===== src/rtl/preset_release_seq_if.sv =====
// Request/preset bundle between bank control logic and the preset sequencer.
// The requester side is the master; the sequencer is the slave.
interface preset_release_seq_if #(
  parameter int unsigned N = 4
);
  localparam int unsigned IW = (N > 1) ? $clog2(N) : 1;

  logic [N-1:0]  req;
  logic [N-1:0]  ack;
  logic [N-1:0]  sn_n;
  logic [N-1:0]  ck_en;
  logic          busy;
  logic [IW-1:0] gnt_id;

  modport master (output req, input ack, sn_n, ck_en, busy, gnt_id);
  modport slave  (input req, output ack, sn_n, ck_en, busy, gnt_id);
endinterface


===== src/rtl/preset_release_seq.sv =====
// Round-robin sequencer for active-low async presets of N flop banks.
// Each grant holds SN low for PULSE_CYC cycles, then gates the bank clock for REC_CYC more.
module preset_release_seq #(
  parameter int unsigned N         = 4,
  parameter int unsigned PULSE_CYC = 2,
  parameter int unsigned REC_CYC   = 2,
  parameter int unsigned CW        = 4
) (
  input  logic                 ck,
  input  logic                 rst,
  preset_release_seq_if.slave  bus
);
  localparam int unsigned IW = (N > 1) ? $clog2(N) : 1;
  localparam int unsigned MAX_CYC = (PULSE_CYC > REC_CYC) ? PULSE_CYC : REC_CYC;

  if (N < 2 || N > 16) begin : g_bad_n
    $fatal(1, "preset_release_seq: N must be in 2..16");
  end
  if (PULSE_CYC == 0) begin : g_bad_pulse
    $fatal(1, "preset_release_seq: PULSE_CYC must be >= 1");
  end
  if (REC_CYC == 0) begin : g_bad_rec
    $fatal(1, "preset_release_seq: REC_CYC must be >= 1");
  end
  if ((64'd1 << CW) <= 64'(MAX_CYC)) begin : g_bad_cw
    $fatal(1, "preset_release_seq: CW too narrow for PULSE_CYC/REC_CYC");
  end

  typedef enum logic [1:0] {IDLE, ASSERT, RECOVER, DONE} state_t;

  state_t        state_q, state_d;
  logic [CW-1:0] cnt_q, cnt_d;
  logic [IW-1:0] gnt_q, gnt_d;
  logic [IW-1:0] rr_q, rr_d;
  logic [N-1:0]  sn_n_q, sn_n_d;
  logic [N-1:0]  ck_en_q, ck_en_d;
  logic [N-1:0]  ack_q, ack_d;
  logic          busy_q, busy_d;

  logic [IW-1:0] pick_c;
  logic [N-1:0]  pick_oh_c;
  logic [N-1:0]  gnt_oh_c;

  // First pending request at or after the round-robin pointer, wrapping.
  always_comb begin
    logic found;
    int unsigned j;
    pick_c = rr_q;
    found  = 1'b0;
    j      = 0;
    for (int unsigned i = 0; i < N; i++) begin
      j = 32'(rr_q) + i;
      if (j >= N) j = j - N;
      if (!found && bus.req[IW'(j)]) begin
        found  = 1'b1;
        pick_c = IW'(j);
      end
    end
  end

  assign pick_oh_c = N'(1) << pick_c;
  assign gnt_oh_c  = N'(1) << gnt_q;

  always_comb begin
    state_d = state_q;
    cnt_d   = cnt_q;
    gnt_d   = gnt_q;
    rr_d    = rr_q;
    sn_n_d  = sn_n_q;
    ck_en_d = ck_en_q;
    ack_d   = '0;
    busy_d  = busy_q;
    case (state_q)
      IDLE: begin
        if (|bus.req) begin
          gnt_d   = pick_c;
          cnt_d   = CW'(PULSE_CYC - 1);
          sn_n_d  = ~pick_oh_c;
          ck_en_d = ~pick_oh_c;
          busy_d  = 1'b1;
          state_d = ASSERT;
        end
      end
      ASSERT: begin
        if (cnt_q == '0) begin
          sn_n_d  = '1;
          cnt_d   = CW'(REC_CYC - 1);
          state_d = RECOVER;
        end else begin
          cnt_d = cnt_q - CW'(1);
        end
      end
      RECOVER: begin
        if (cnt_q == '0) begin
          ck_en_d = '1;
          ack_d   = gnt_oh_c;
          state_d = DONE;
        end else begin
          cnt_d = cnt_q - CW'(1);
        end
      end
      DONE: begin
        // req is deliberately ignored here so the requester can drop it after ack.
        busy_d  = 1'b0;
        rr_d    = (gnt_q == IW'(N - 1)) ? '0 : gnt_q + IW'(1);
        state_d = IDLE;
      end
      default: state_d = IDLE;
    endcase
  end

  always_ff @(posedge ck or posedge rst) begin
    if (rst) begin
      state_q <= IDLE;
      cnt_q   <= '0;
      gnt_q   <= '0;
      rr_q    <= '0;
      sn_n_q  <= '1;
      ck_en_q <= '1;
      ack_q   <= '0;
      busy_q  <= 1'b0;
    end else begin
      state_q <= state_d;
      cnt_q   <= cnt_d;
      gnt_q   <= gnt_d;
      rr_q    <= rr_d;
      sn_n_q  <= sn_n_d;
      ck_en_q <= ck_en_d;
      ack_q   <= ack_d;
      busy_q  <= busy_d;
    end
  end

  assign bus.sn_n   = sn_n_q;
  assign bus.ck_en  = ck_en_q;
  assign bus.ack    = ack_q;
  assign bus.busy   = busy_q;
  assign bus.gnt_id = gnt_q;
endmodule

===== src/flat_wrapper.sv =====
// flat-port wrapper written by rule: the top's interface ports become plain ports
module preset_release_seq_flat 
#(
  parameter int unsigned N         = 4,
  parameter int unsigned PULSE_CYC = 2,
  parameter int unsigned REC_CYC   = 2,
  parameter int unsigned CW        = 4
)
  (ck, rst, bus_req, bus_ack, bus_sn_n, bus_ck_en, bus_busy, bus_gnt_id);
  preset_release_seq_if #(.N(N)) bus_i ();
  input  logic ck;
  input  logic rst;
  input wire logic [$bits(bus_i.req)-1:0] bus_req;
  output wire logic [$bits(bus_i.ack)-1:0] bus_ack;
  output wire logic [$bits(bus_i.sn_n)-1:0] bus_sn_n;
  output wire logic [$bits(bus_i.ck_en)-1:0] bus_ck_en;
  output wire logic [$bits(bus_i.busy)-1:0] bus_busy;
  output wire logic [$bits(bus_i.gnt_id)-1:0] bus_gnt_id;
  assign bus_i.req = bus_req;
  assign bus_ack = bus_i.ack;
  assign bus_sn_n = bus_i.sn_n;
  assign bus_ck_en = bus_i.ck_en;
  assign bus_busy = bus_i.busy;
  assign bus_gnt_id = bus_i.gnt_id;
  preset_release_seq #(.N(N), .PULSE_CYC(PULSE_CYC), .REC_CYC(REC_CYC), .CW(CW)) u_core (.ck(ck), .rst(rst), .bus(bus_i));
endmodule

===== config.mk =====
export PLATFORM = sky130hd
export DESIGN_NAME = preset_release_seq_flat
export DESIGN_NICKNAME = d
export VERILOG_FILES = /design/src/rtl/preset_release_seq_if.sv /design/src/rtl/preset_release_seq.sv /design/src/flat_wrapper.sv
export SDC_FILE = /design/constraint.sdc
export NUM_CORES = 1
export LEC_CHECK = 0
export CAP_MARGIN = 20
export CORE_UTILIZATION = 53
export CTS_CLUSTER_DIAMETER = 60
export DETAILED_ROUTE_END_ITERATION = 10
export GPL_ROUTABILITY_DRIVEN = 1
export PLACE_DENSITY = 0.86
export SKIP_LAST_GASP = 1
export SLEW_MARGIN = 20
export SYNTH_ARGS = -nofsm -noshare
export SYNTH_HDL_FRONTEND = slang
export SYNTH_SLANG_ARGS = --single-unit
export TNS_END_PERCENT = 100

===== constraint.sdc =====
create_clock -name ck -period 1.85 [get_ports ck]
set_input_delay 0.37 -clock ck [delete_from_list [all_inputs] [get_ports ck]]
set_output_delay 0.37 -clock ck [all_outputs]
set_load 0.1 [all_outputs]

; Yosys cells after proc, flatten, opt, wreduce, memory -nomap -nowiden
; Index checks and enable logic that the tools add are counted.
[totals]
reg_bits = 23
in_bits = 6
elab_cells = 91
[classes]
n_eq_ne = 8
n_mux = 36
n_lt_le_gt_ge = 8
shifts = 2
n_reduce_logical = 19
add_sub_neg = 9
bitwise = 1
[ops]
columns = operator, count
row1 = $mux W4, 7
row2 = $mux W2, 12
row3 = $pmux W4 S2, 2
row4 = $lt A2 B3 Y1 const B, 4
row5 = $pmux W4 S3, 1
row6 = $reduce_and A3 Y1, 4
row7 = $ge A3 B3 Y1 const B, 3
row8 = $bmux W1 S2, 4
row9 = $mux W1, 8
row10 = $pmux W2 S4, 1
row11 = $shl A1 B2 Y4 const A, 2
row12 = $sub A2 B1 Y2 const B, 4
row13 = $add A2 B2 Y3 const B, 2
row14 = $eq A2 B2 Y1 const B, 3
row15 = $ne A2 B1 Y1 const B, 3
row16 = $reduce_bool A2 Y1, 3
row17 = $logic_not A4 Y1, 1
row18 = $not A4 Y4, 1
row19 = $reduce_and A2 Y1, 2
row20 = $reduce_or A4 Y1, 1
row21 = $sub A4 B1 Y4 const B, 1
row22 = $add A2 B1 Y3 const B, 1
row23 = $ge A2 B3 Y1 const B, 1
row24 = $logic_and A1 B1 Y1, 3
row25 = other kinds (7), 9

; Longest topological paths before layout
; Gate-level depths: netlist of run 1.
[depth]
ltp_word = 18
mapped_depth = 7

; Worst setup path before layout of run 1
; No wires, ideal clock.
[synth_timing]
path_type = reg-to-reg
from = register u_core.gnt_q[0], in the netlist u_core.bus.gnt_id[0]
to = register u_core.rr_q[1]
t_required_ps = 1725
arrival_ps = 1678
path_stages_with_launch = 4
n_path_buf = 0
setup_slack_ps = 47
path_cell_list = dfrtp_1 > inv_1 > ha_1 > mux2_2
[synth_via]
elab_chain_len = 2
[synth_lines]
columns = item, line_no
row1 = "start, declared", preset_release_seq.sv:33  ; logic [IW-1:0] gnt_q, gnt_d;
row2 = "start signal, assigned", preset_release_seq.sv:125  ; gnt_q <= gnt_d;
row3 = $add A2 B1 Y2 / $eq A2 B2 Y1 (equally long branches), preset_release_seq.sv:105  ; rr_d = (gnt_q == IW'(N - 1)) ? '0 : gnt_q + IW'(1);
row4 = $mux W2 (*), preset_release_seq.sv:105
row5 = "end signal, assigned", preset_release_seq.sv:126  ; rr_q <= rr_d;
row6 = "end, declared", preset_release_seq.sv:34  ; logic [IW-1:0] rr_q, rr_d;
; Mark *: on every way between the ends. The rest lies on a longest branch, timed or not.
; A chain may end at the register's enable or synchronous reset.

; Worst setup path in the final report of run 1
[layout_timing]
from = register u_core.cnt_q[0]
to = register u_core.cnt_q[3]
[layout_via]
elab_chain_len = 3
[layout_lines]
columns = item, line_no
row1 = "start, declared", preset_release_seq.sv:32  ; logic [CW-1:0] cnt_q, cnt_d;
row2 = "start signal, assigned", preset_release_seq.sv:124  ; cnt_q <= cnt_d;
row3 = $sub A4 B1 Y4 / $logic_not A4 Y1 (equally long branches), n/a
row4 = $mux W4 (tied with other cells), preset_release_seq.sv:94  ; if (cnt_q == '0) begin
row5 = $pmux W4 S3 / $reduce_and A3 Y1 (equally long branches), n/a
; Parallel ways exist; a longest one is shown, timed or not. The select of a mux whose other input is x is not followed.

==> results.yml, run 1 <==
clocking:
  cts_root_buffer: "clkbuf_4"
  clkLatencyLatePin_ps: 320
  postCtsSetupBuffers: 0
  ctsHoldBuffers: 0
  tritoncts: "yes"
  cts_buffers: 3
  h-tree-depth: 1
  worst_setup_hold_path_clk_slew_ps: 130
  cts-root-to-sink-buffers: 2
  number_of_clock_sinks: 23
sta:
  slew_headroom_pct: 72.3
  min_period_over_period_pct: 93.6
  worstMarginPinSlew_ps: 413
  finalHoldViolations: 0
  finalSetupViolations: 0
  min_period_ps: 1730
  final.setup_skew_ps: 3.12
  rsz_0062_raised_after_global_routing: "no"
  timing.final.ws_setup_ps: 118
  max_freq_mhz: 577
  report.final.slew_viol_count: 0
worst_setup_path:
  max_fanout_on_critical_path: 10
  critPathLaunchType: "register"
  critical_path.endpoint_type: "register"
  crit-reg2reg-launch: "u_core.cnt_q[0]"
  worstPathRequired_ps: 2120
  crit_startpoint: "u_core.cnt_q[0]"
  arrival_ps: 2000
  setup.worst_path.class: "register to register"
route:
  post_drt_via_cell_ratio: 5.89
  wl_per_cell_um: 15.9
  via_count: 1183
  drc_errors_left: 0
  drt-total-wl_mm: 3.20
  antenna_violating_nets_post_route: 0
  drtPass1Iterations: 4
  detailedRoute.firstIterationViolations: 37
layout:
  signed_area_change_from_the_synthesized_netlist_to_the_final_layout_pct: 32.2
  final_nets: 189
  drive_gt1_share_pct: 29.2
  antenna_cells_inserted: 0
  top_library_cells_by_usage_in_the_layout_fill_and_taps_aside: "15 x nor2_1, 15 x buf_4, 15 x dfrtp_1"
die:
  core_area_um2: 2450
  die_y_um: 53.0
  die_area_um2: 2800
  ioPinCount: 21
  initial_utilization_pct: 56.1
  chipWidth_um: 53.0
  placementRows: 18
synthesis:
  ys_ff_latch: 23
  number_of_distinct_library_cells_after_synthesis: 45
  synth_nets: 159
  yosys.area.top_type_share_pct: 27.3
  synth-main-ff-cell: "dfrtp_1"
  async_reset_ff_share_pct: 100
  synth-warning-count: 0
  netlist.top_cell.by_area: "dfrtp_1"
  synth_top_cells_by_area: "dfrtp_1 27%, dfstp_2 15%, ha_1 10%, nor2_1 4.1%, o21ai_0 3.3%"
  synthCells: 142
  synth-edff-count: 0
  post_synth.cell_area_avg_um2: 9.69
  synth.cell_area_um2: 1380
  synth-seq-area-share_pct: 42.5
grt:
  pin_count_of_the_biggest_net_entering_global_routing: 24
  overall_fraction_of_global_route_tracks_in_use_pct: 26.3
  grt_first_pass_wirelength_mm: 5.10
  first_global_vias: 1125
  antenna_found_initial: 0
  grt_total_ovfl: 0
flow_run:
  maxCapViolations: 0
status:
  run_status: "complete, no violations"
place:
  port-buffer-count: 20
  detailed_place_hpwl_mm: 2.48
  worst_setup_slack_post_dpl_ps: -163
  gpl.final_weighted_congestion: 0.846
min_path:
  timing.hold.worst.class: "input port to async pin"
[cells in the mapped netlist, drive strengths merged, types with 2 or more instances]
master,count
dfrtp,15
and3,4
clkbuf,4
nand2b,3
nand2,10
nand3,3
mux2,3
inv,11
nand3b,2
nor2b,3
ha,11
nor2,15
a31oi,4
a22oi,3
a21oi,8
nor4,2
o21ai,9
dfstp,8
nand4bb,2
buf,3
[timing repair]
item                       4_1_cts  5_1_grt
setup endpoints to repair        1        6
pin swaps                        0        0
gates resized for setup          1        4
[routing by layer]
| metal | vias up | GRT usage, % | wire [µm] |
|---|---|---|---|
| met5 | - | 0 | 0 |
| met4 | 0 | 15.4 | 112 |
| met3 | 12 | 3.74 | 143 |
| met2 | 40 | 43.5 | 1600 |
| met1 | 567 | 32.2 | 1350 |
| li1 | 564 | - | - |
[sequential cells by signal, indices dropped and copies added (netlist names)]
name	flops
u_core.bus.ack	4
u_core.cnt_q	4
u_core.state_q	2
u_core.bus.ck_en	4
u_core.bus.gnt_id	2
u_core.bus.busy	1
u_core.rr_q	2
u_core.bus.sn_n	4
[layout make-up]
class	count	area [µm²]
Fill cell	162	636
Tap cell	30	37.5
Inverter	11	41.3
Timing Repair Buffer	32	403
Sequential cell	23	586
Multi-Input combinational cell	101	726
Clock buffer	4	26.3
[worst max-delay path, stage by stage (launching register included)]
cell      delay [ps]
dfrtp_1          390
inv_1            100
ha_1             230
nor3b_2          160
buf_4            170
o21ai_1          310
o311ai_0         200
nand3_1          110
[through the flow]
step	utilization (%)	hold slack [ps]	TNS, ps	cells	cell area [µm²]
after floorplan	-	366	0	142	1380
after global placement	72.4	511	-133	197	1780
after detailed placement	72.4	515	-890	197	1780
after CTS	73.4	379	0	201	1800
after global routing	74.1	397	0	201	1820
final	74.1	372	0	201	1820
[worst paths after layout]
check / depth (start not counted) / end / slack, ps
max in group asynchronous: 3 / u_core.bus.ck_en[0] / 1200
min: 3 / u_core.bus.gnt_id[0] / 370
max reg2reg: 7 / u_core.cnt_q[3] / 120
min reg2reg: 2 / u_core.bus.ck_en[0] / 540
max: 7 / u_core.cnt_q[3] / 120
min in group ck: 2 / u_core.bus.ck_en[0] / 540
[cells by family after synthesis]
family	count (synthesis)	share of synthesized area, %
AO/OA/AOI/OAI	38	18.4
adder cells (fa/ha/maj)	11	10.0
buffers and inverters	18	5.91
flip-flops	23	42.5
multiplexers	3	2.73
AND/OR/NAND/NOR	49	20.5
Power of run 1 is not shown: default switching activity piles up to over one toggle a cycle in this logic, so the estimate is an artifact.
==> inputs of run 2 (changes only) <==
--- a/config.mk
+++ b/config.mk
@@ -6,11 +6,11 @@
 export NUM_CORES = 1
 export LEC_CHECK = 0
 export CAP_MARGIN = 20
-export CORE_UTILIZATION = 53
+export CORE_UTILIZATION = 30
 export CTS_CLUSTER_DIAMETER = 60
 export DETAILED_ROUTE_END_ITERATION = 10
 export GPL_ROUTABILITY_DRIVEN = 1
-export PLACE_DENSITY = 0.86
+export PLACE_DENSITY = 0.56
 export SKIP_LAST_GASP = 1
 export SLEW_MARGIN = 20
 export SYNTH_ARGS = -nofsm -noshare
==> run 2 against run 1 <==
  * Utilization is 31 points lower
  * Register-to-register slack better by 30 ps
  * Non-clock buffer count is 1 lower
  * Via count is 1.4% lower
  * Global-route usage is 13 points lower
  * Critical path type unchanged
  * Wire length is 6.7% lower
  * Maximum frequency is 1.9% higher
  * Count of clock-buffer cells in the layout stayed put
==> results.yml, run 2 (synthesized netlist as in run 1, its figures left out) <==
min_path:
  timing.hold.worst.class: "input port to async pin"
route:
  drtPass1Iterations: 4
  via_count: 1166
  detailedRoute.firstIterationViolations: 42
  antenna_violating_nets_post_route: 0
  wl_per_cell_um: 13.5
  drc_errors_left: 0
  post_drt_via_cell_ratio: 5.25
  drt-total-wl_mm: 2.99
worst_setup_path:
  timing.rr.end: "u_core.cnt_q[2]"
  setup.worst_path.class: "register to register"
  arrival_ps: 1900
  critical_path.endpoint_type: "register"
  critical_path_buf_inv_count: 3
  setup.reg_to_reg.worst_slack_ps: 150
  critPathMaxStageDelay_ps: 370
  path_delay_family: "buffers and inverters"
  critPathSlowestCell: "dfrtp_1"
  cpMostUsedCell: "buf_4"
  critical_path.cell_chain: "inv_1, ha_1, nor3b_2, buf_4, a221oi_1, buf_4, nand4b_1, nand3_1"
  crit-reg2reg-launch: "u_core.cnt_q[0]"
  critPathLaunchType: "register"
  max_fanout_on_critical_path: 10
  ff2ff_path_depth: 8
  cp_num_cells: 8
  worstPathRequired_ps: 2050
place:
  worst_setup_slack_post_dpl_ps: -132
  port-buffer-count: 20
  gpl.final_weighted_congestion: 0.871
  placedCellCount: 218
  detailed_place_hpwl_mm: 2.34
layout:
  top_library_cells_by_usage_in_the_layout_fill_and_taps_aside: "15 x nor2_1, 15 x buf_12, 15 x dfrtp_1"
  signed_area_change_from_the_synthesized_netlist_to_the_final_layout_pct: 37.2
  n_fill_cell: 428
  final_nets: 188
  drive_gt1_share_pct: 28.2
  antenna_cells_inserted: 0
  final_cell_count_no_fill: 222
sta:
  slew_headroom_pct: 75.9
  timing.final.ws_setup_ps: 151
  rsz_0062_raised_after_global_routing: "no"
  report.final.slew_viol_count: 0
  worstMarginPinSlew_ps: 352
  finalSetupViolations: 0
  min_period_over_period_pct: 91.8
  final.setup_skew_ps: 1.78
  finalHoldViolations: 0
  max_freq_mhz: 589
  min_period_ps: 1700
clocking:
  tritoncts: "yes"
  cts_buffers: 3
  cts_root_buffer: "clkbuf_8"
  cts-root-to-sink-buffers: 2
  ctsResizeCount: 1
  h-tree-depth: 1
  number_of_clock_sinks: 23
  worst_setup_hold_path_clk_slew_ps: 80
  ctsHoldBuffers: 0
  clkLatencyLatePin_ps: 260
  postCtsSetupBuffers: 0
die:
  chipWidth_um: 69.7
  die_y_um: 69.7
  placementRows: 24
  initial_utilization_pct: 31.4
  core_area_um2: 4380
  ioPinCount: 21
  die_area_um2: 4860
grt:
  antenna_found_initial: 0
  grt_first_pass_wirelength_mm: 5.18
  overall_fraction_of_global_route_tracks_in_use_pct: 13.4
  first_global_vias: 1193
  grt_total_ovfl: 0
  pin_count_of_the_biggest_net_entering_global_routing: 24
flow_run:
  maxCapViolations: 0
status:
  run_status: "complete, no violations"
## run 2: changes by cell type in the layout (fill, tap and decap cells not counted), sizes merged
cell / change
buf: -1
## run 2: worst max-delay path by stage
stage                               startpoint                    to
after floorplan           u_core.bus.gnt_id[0]        u_core.rr_q[1]
final                          u_core.cnt_q[0]       u_core.cnt_q[2]
after global placement              bus_req[0]  u_core.bus.gnt_id[0]
after CTS                      u_core.cnt_q[0]       u_core.cnt_q[3]
after detailed placement            bus_req[0]  u_core.bus.gnt_id[0]
after global routing                bus_req[0]  u_core.bus.gnt_id[0]
## run 2: area by class of cell
class	instances	area (µm²)	area share [%]
Clock buffer	4	45.0	2.39
Sequential cell	23	586	31.0
Inverter	11	41.3	2.19
Timing Repair Buffer	31	433	22.9
Tap cell	52	65.1	3.45
Multi-Input combinational cell	101	718	38.0
## run 2: worst reg2reg max path: cells and delay by family (launching register included)
family                   cells  cell delay, ps
adder cells (fa/ha/maj)      1             240
flip-flops                   1             370
AO/OA/AOI/OAI                1             250
AND/OR/NAND/NOR              3             340
buffers and inverters        3             440
## run 2: per-layer routing
layer / wire length (µm) / part of all wire, % / vias to the layer above / track usage (%)
met2: 1500 / 50 / 30 / 23.0
met5: 0 / 0 / - / 0
li1: - / - / 564 / -
met3: 155 / 5.2 / 4 / 2.62
met1: 1280 / 43 / 568 / 15.7
met4: 57 / 1.9 / 0 / 7.11
## run 2: stage by stage
step	instance area, µm²	util [%]	hold WS, ps	TNS, ps
detailed placement	1830	41.8	515	-695
CTS	1880	42.9	466	0
finish	1890	43.1	451	0
global route	1890	43.1	486	0
global placement	1830	41.8	518	-412
floorplan	1380	-	366	0
Power of run 2 is left out for the same reason.
